`src/rtl/bcpu_regfile_wr_ctrl.sv`:
```
// Write-port controller for the barrel-CPU register file: zero-clears every entry after reset,
// then arbitrates ALU writeback, buffered load returns and debug writes onto one port.
module bcpu_regfile_wr_ctrl #(
    parameter int unsigned DATA_WIDTH     = 16,
    parameter int unsigned REG_ADDR_WIDTH = 5,
    parameter int unsigned LD_FIFO_DEPTH  = 4,
    parameter int unsigned STARVE_LIMIT   = 8
) (
    input  logic                      CLK,
    input  logic                      RESET_N,
    input  logic                      ALU_WR_EN,
    input  logic [REG_ADDR_WIDTH-1:0] ALU_WR_ADDR,
    input  logic [DATA_WIDTH-1:0]     ALU_WR_DATA,
    input  logic                      LD_VALID,
    output logic                      LD_READY,
    input  logic [REG_ADDR_WIDTH-1:0] LD_ADDR,
    input  logic [DATA_WIDTH-1:0]     LD_DATA,
    input  logic                      DBG_REQ,
    input  logic [REG_ADDR_WIDTH-1:0] DBG_ADDR,
    input  logic [DATA_WIDTH-1:0]     DBG_WDATA,
    output logic                      DBG_ACK,
    output logic                      INIT_BUSY,
    output logic                      REG_WR_EN,
    output logic [REG_ADDR_WIDTH-1:0] WR_REG_ADDR,
    output logic [DATA_WIDTH-1:0]     WR_REG_DATA
);

    localparam int unsigned PtrW  = (LD_FIFO_DEPTH > 1) ? $clog2(LD_FIFO_DEPTH) : 1;
    localparam int unsigned WaitW = (STARVE_LIMIT > 0) ? $clog2(STARVE_LIMIT + 1) : 1;
    localparam logic [WaitW-1:0]          StarveMax = WaitW'(STARVE_LIMIT);
    localparam logic [REG_ADDR_WIDTH-1:0] ClrLast   = '1;

    typedef enum logic [0:0] {StInit, StRun} state_e;

    state_e                      r_state;
    state_e                      w_state_nxt;
    logic [REG_ADDR_WIDTH-1:0]   r_clr_cnt;
    logic [REG_ADDR_WIDTH-1:0]   r_fifo_addr [LD_FIFO_DEPTH];
    logic [DATA_WIDTH-1:0]       r_fifo_data [LD_FIFO_DEPTH];
    logic [PtrW:0]               r_wr_ptr;
    logic [PtrW:0]               r_rd_ptr;
    logic                        r_dbg_ack;
    logic [WaitW-1:0]            r_dbg_wait;

    logic [PtrW-1:0] w_wr_idx;
    logic [PtrW-1:0] w_rd_idx;
    logic            w_full;
    logic            w_empty;
    logic            w_push;
    logic            w_pop;
    logic            w_dbg_elig;
    logic            w_starved;
    logic            w_dbg_grant;

    // Extra pointer MSB distinguishes full from empty when the index bits match.
    assign w_wr_idx   = r_wr_ptr[PtrW-1:0];
    assign w_rd_idx   = r_rd_ptr[PtrW-1:0];
    assign w_empty    = (r_wr_ptr == r_rd_ptr);
    assign w_full     = (r_wr_ptr[PtrW] != r_rd_ptr[PtrW]) && (w_wr_idx == w_rd_idx);
    assign LD_READY   = (r_state == StRun) && !w_full;
    assign w_push     = LD_VALID && LD_READY;
    assign w_dbg_elig = DBG_REQ && !r_dbg_ack;
    assign w_starved  = (r_dbg_wait >= StarveMax);
    assign DBG_ACK    = r_dbg_ack;

    always_comb begin
        w_state_nxt = r_state;
        w_pop       = 1'b0;
        w_dbg_grant = 1'b0;
        INIT_BUSY   = 1'b0;
        REG_WR_EN   = 1'b0;
        WR_REG_ADDR = '0;
        WR_REG_DATA = '0;
        case (r_state)
            StInit: begin
                INIT_BUSY   = 1'b1;
                REG_WR_EN   = 1'b1;
                WR_REG_ADDR = r_clr_cnt;
                if (r_clr_cnt == ClrLast) begin
                    w_state_nxt = StRun;
                end
            end
            StRun: begin
                if (ALU_WR_EN) begin
                    REG_WR_EN   = 1'b1;
                    WR_REG_ADDR = ALU_WR_ADDR;
                    WR_REG_DATA = ALU_WR_DATA;
                end else if (w_dbg_elig && w_starved) begin
                    w_dbg_grant = 1'b1;
                    REG_WR_EN   = 1'b1;
                    WR_REG_ADDR = DBG_ADDR;
                    WR_REG_DATA = DBG_WDATA;
                end else if (!w_empty) begin
                    w_pop       = 1'b1;
                    REG_WR_EN   = 1'b1;
                    WR_REG_ADDR = r_fifo_addr[w_rd_idx];
                    WR_REG_DATA = r_fifo_data[w_rd_idx];
                end else if (w_dbg_elig) begin
                    w_dbg_grant = 1'b1;
                    REG_WR_EN   = 1'b1;
                    WR_REG_ADDR = DBG_ADDR;
                    WR_REG_DATA = DBG_WDATA;
                end
            end
            default: w_state_nxt = StInit;
        endcase
    end

    always_ff @(posedge CLK) begin
        if (!RESET_N) begin
            r_state    <= StInit;
            r_clr_cnt  <= '0;
            r_wr_ptr   <= '0;
            r_rd_ptr   <= '0;
            r_dbg_ack  <= 1'b0;
            r_dbg_wait <= '0;
        end else begin
            r_state   <= w_state_nxt;
            r_dbg_ack <= w_dbg_grant;
            if (r_state == StInit) begin
                r_clr_cnt <= r_clr_cnt + 1'b1;
            end
            if (w_push) begin
                r_wr_ptr <= r_wr_ptr + 1'b1;
            end
            if (w_pop) begin
                r_rd_ptr <= r_rd_ptr + 1'b1;
            end
            // Count only denials in run mode; saturate so the override stays armed.
            if (w_dbg_grant) begin
                r_dbg_wait <= '0;
            end else if ((r_state == StRun) && w_dbg_elig && !w_starved) begin
                r_dbg_wait <= r_dbg_wait + 1'b1;
            end
        end
    end

    always_ff @(posedge CLK) begin
        if (w_push) begin
            r_fifo_addr[w_wr_idx] <= LD_ADDR;
            r_fifo_data[w_wr_idx] <= LD_DATA;
        end
    end

endmodule

```
`config.mk`:
```
export PLATFORM = sky130hd
export DESIGN_NAME = bcpu_regfile_wr_ctrl
export DESIGN_NICKNAME = d
export VERILOG_FILES = /design/src/rtl/bcpu_regfile_wr_ctrl.sv
export SDC_FILE = /design/constraint.sdc
export NUM_CORES = 1
export LEC_CHECK = 0
export CAP_MARGIN = 5
export CORE_MARGIN = 4
export CORE_UTILIZATION = 30
export CTS_CLUSTER_DIAMETER = 50
export DETAILED_ROUTE_END_ITERATION = 16
export HOLD_SLACK_MARGIN = 0.02
export PLACE_DENSITY_LB_ADDON = 0.12
export SYNTH_ARGS = -nofsm -noshare
export SYNTH_HDL_FRONTEND = slang
export SYNTH_SLANG_ARGS = --single-unit
```
`constraint.sdc`:
```
create_clock -name CLK -period 7.1 [get_ports CLK]
set_input_delay 0.71 -clock CLK [delete_from_list [all_inputs] [get_ports CLK]]
set_output_delay 0.71 -clock CLK [all_outputs]
set_load 0.05 [all_outputs]
```
==> run metrics <==
Layout Skew=around 0.0057 ns; CP Launch Type=input pin; Rows=44; number of synthesized flops with an enable pin=84; Pins Over Slew Limit=0; CP max FO=20; ys async rst share=0%; crit-path most repeated cell=clkdlybuf4s50_1; layout cells sized above 1=between 10% and 20%; later-pin clock latency in the skew report=between 0.3 and 0.4 ns; post-route cell area=approximately 5900 sq um; Crit Path Class=in -> out; status=completed; RSZ-0062 raised after global routing=no; sequential fraction of the synthesis area=~65%; vias in the first global route=between 2k and 3k; DRT iter0 DRCs=130; Critical Path Max Stage Delay=~1.1 ns; cts hold-fix bufs=0; TritonCTS buffer count=9; VDD IR max=0.120 mV; Post-DP HPWL=around 7400 um; Finished Layout Cells=between 500 and 600; CP Capture Type=output pin; flops & latches, synth=between 100 and 150; first-pass GRT wire length=~17000 um; Buffers on Ports=between 90 and 100; Die X=130 um; routed vias/inst=between 4 and 5; Setup TNS Final=0 ns; ANT cells=0; initial antenna violation count=0; commonest register cell after synthesis=edfxtp_1; cells after synthesis=~290; Final setup viols=0; total of max-cap violations=0; Initial Util=~31%; GP Congestion=0.733; vias=2807; pin count of the biggest net entering global routing=34; Leak=about 1.9 nW; CTS clk-pin slew, worst paths=roughly 0.070 ns; post-cts sizing count=0; PwrDens=approximately 210 nW/um^2; Die ar.=17000 sq um; Mapped Area=approximately 4500 sq um; fmax=about 0.23 GHz; CTS sink count=just over 100; Final Hold Fails=0; fillers=around 1.4k; Placed Cells=555; Arr. time, crit path=between 3 and 4 ns; drt total wl=10900 um; drt first pass iters=4; placed instance area=5610 sq um; syn_area_per_cell=between 15 and 20 sq um; H-tree levels=3; per-cell routed wire length=between 15 and 20 um; Core Area=between 10000 and 15000 sq um; Netlist cell types=34; CP Cell Sequence=clkdlybuf4s50_1 > inv_1 > nand2_1 > a221oi_1 > nor2_1 > clkdlybuf4s50_1; DRC violations left=0; CTS tree=built; Die Y=between 100 and 150 um; post-route ant nets=0; Slew @ Worst Pin=1.20 ns; clk buf depth=2; # Post-CTS Setup Buffers=0; HP Class=reg -> reg; crit path time final=roughly 4.4 ns; Clk Tree Root Cell=clkbuf_16; CP max-delay cell=clkdlybuf4s50_1; post-synthesis net count=~370; Slew HR=between 20 and 25%; crit share post-route=around 62%; final-stage net count=roughly 460; GR Util All Layers=13.2%; Syn. warnings=0; I/O pin total=93; synth-to-layout area growth=31.7%; gr ovfl total=0; worst path required time=between 6 and 7 ns
-- sequential cells by signal, indices dropped and copies added, names as in the netlist, named ones only --
signal       flops
r_dbg_wait       4
r_state          1
r_rd_ptr         3
r_fifo_data     64
r_wr_ptr         3
DBG_ACK          1
r_fifo_addr     20
r_clr_cnt        5
-- cell type report --
| class | instances | area (sq um) | share of cell area (%) |
|---|---|---|---|
| Sequential cell | 103 | 2900 | 49.0 |
| Multi-Input combinational cell | 165 | 1500 | 25.2 |
| Clock inverter | 6 | 85.1 | 1.44 |
| Timing Repair Buffer | 97 | 958 | 16.2 |
| Tap cell | 184 | 230 | 3.89 |
| Inverter | 6 | 22.5 | 0.380 |
| Clock buffer | 10 | 229 | 3.86 |
-- worst max-delay path, delay by kind of cell --
| family | cells | cell delay, ns |
|---|---|---|
| AO/OA/AOI/OAI | 1 | 0.09 |
| buffers and inverters | 3 | 2.40 |
| AND/OR/NAND/NOR | 2 | 0.51 |
-- worst paths after layout --
kind | from | to | slack [ns] | depth (start not counted)
setup / recovery | ALU_WR_EN | WR_REG_ADDR[1] | 2.68 | 6
hold / removal | r_dbg_wait[3]$_SDFFE_PP0P_ | r_dbg_wait[3]$_SDFFE_PP0P_ | 0.50 | 2
setup reg to reg | r_state$_SDFF_PN0_ | r_wr_ptr[2]$_SDFFE_PN0P_ | 4.44 | 4
hold reg to reg | r_dbg_wait[3]$_SDFFE_PP0P_ | r_dbg_wait[3]$_SDFFE_PP0P_ | 0.50 | 2
-- layout by cell type (no fill, tap or decap), drive strengths merged, types with 2 or more instances in the layout --
cell / synthesis / final
nand2: 11 / 11
xnor2: 8 / 8
clkbuf: 7 / 10
buf: 8 / 5
ha: 9 / 9
nor2b: 4 / 4
and3: 3 / 3
mux4: 21 / 21
o22ai: 5 / 5
edfxtp: 84 / 84
inv: 6 / 6
mux2i: 6 / 6
nand2b: 3 / 3
bufinv: 0 / 2
o21ai: 17 / 17
dfxtp: 19 / 19
clkinv: 0 / 3
xor2: 5 / 5
a31oi: 3 / 3
a221oi: 20 / 20
clkdlybuf4s50: 0 / 92
a21oi: 2 / 2
nand3: 4 / 4
and2: 8 / 8
nor2: 27 / 27
-- where the power goes --
group / internal, W / leakage [nW] / total, W / switching (W)
logic: 0.0000434 / 0.879 / 0.0000728 / 0.0000294
registers: 0.000653 / 0.909 / 0.000654 / 0.00000161
clock network: 0.000308 / 0.150 / 0.000519 / 0.000211
-- per-stage QoR --
stage                     total power [W]  hold WS (ns)  utilization (%)  worst slack, ns
after floorplan                  0.000690         0.451                -             4.14
after global placement           0.000740         0.467             38.5             2.69
after detailed placement         0.000741         0.482             38.5             2.57
after CTS                         0.00126         0.498             40.6             2.56
after global routing              0.00129         0.523             40.6             2.40
final                             0.00125         0.497             40.6             2.68
-- cell families (layout without fill, tap and decap cells) --
family / after synthesis / after routing / synth area share (%)
xor gates and xnor gates: 13 / 13 / 2.70
buffers and inverters: 21 / 119 / 2.53
adders and majority gates: 9 / 9 / 2.50
and+or+nand+nor: 63 / 63 / 6.71
muxes: 27 / 27 / 11.9
AOI/OAI and AO/OA: 53 / 53 / 9.15
DFF: 103 / 103 / 64.6
-- per-layer routing --
| layer | vias up | global-route usage [%] | wire [um] |
|---|---|---|---|
| li1 | 1320 | - | - |
| met1 | 1412 | 16.9 | 4820 |
| met2 | 64 | 22.5 | 5490 |
| met3 | 11 | 2.15 | 464 |
| met4 | 0 | 4.90 | 153 |
| met5 | - | 0 | 0 |
-- synthesized netlist by cell type, types with 2 or more instances --
library cell,instances,area [sq um]
buf_2,4,20.0
a31oi_1,3,18.8
o22ai_1,5,31.3
mux2i_1,6,60.1
nand3_1,4,20.0
a221oi_1,17,149
buf_6,4,45.0
ha_1,9,113
xnor2_1,8,70.1
dfxtp_1,19,380
and2_1,8,50.1
nand2_1,11,41.3
xor2_1,4,35.0
nand2b_1,3,18.8
edfxtp_1,84,2520
a21oi_1,2,10.0
inv_1,6,22.5
nor2_1,27,101
o21ai_0,17,85.1
and3_1,3,18.8
nor2b_1,4,25.0
mux4_2,21,473
clkbuf_1,7,26.3
a221oi_2,3,45.0
Power figures use the tool's default switching activity.
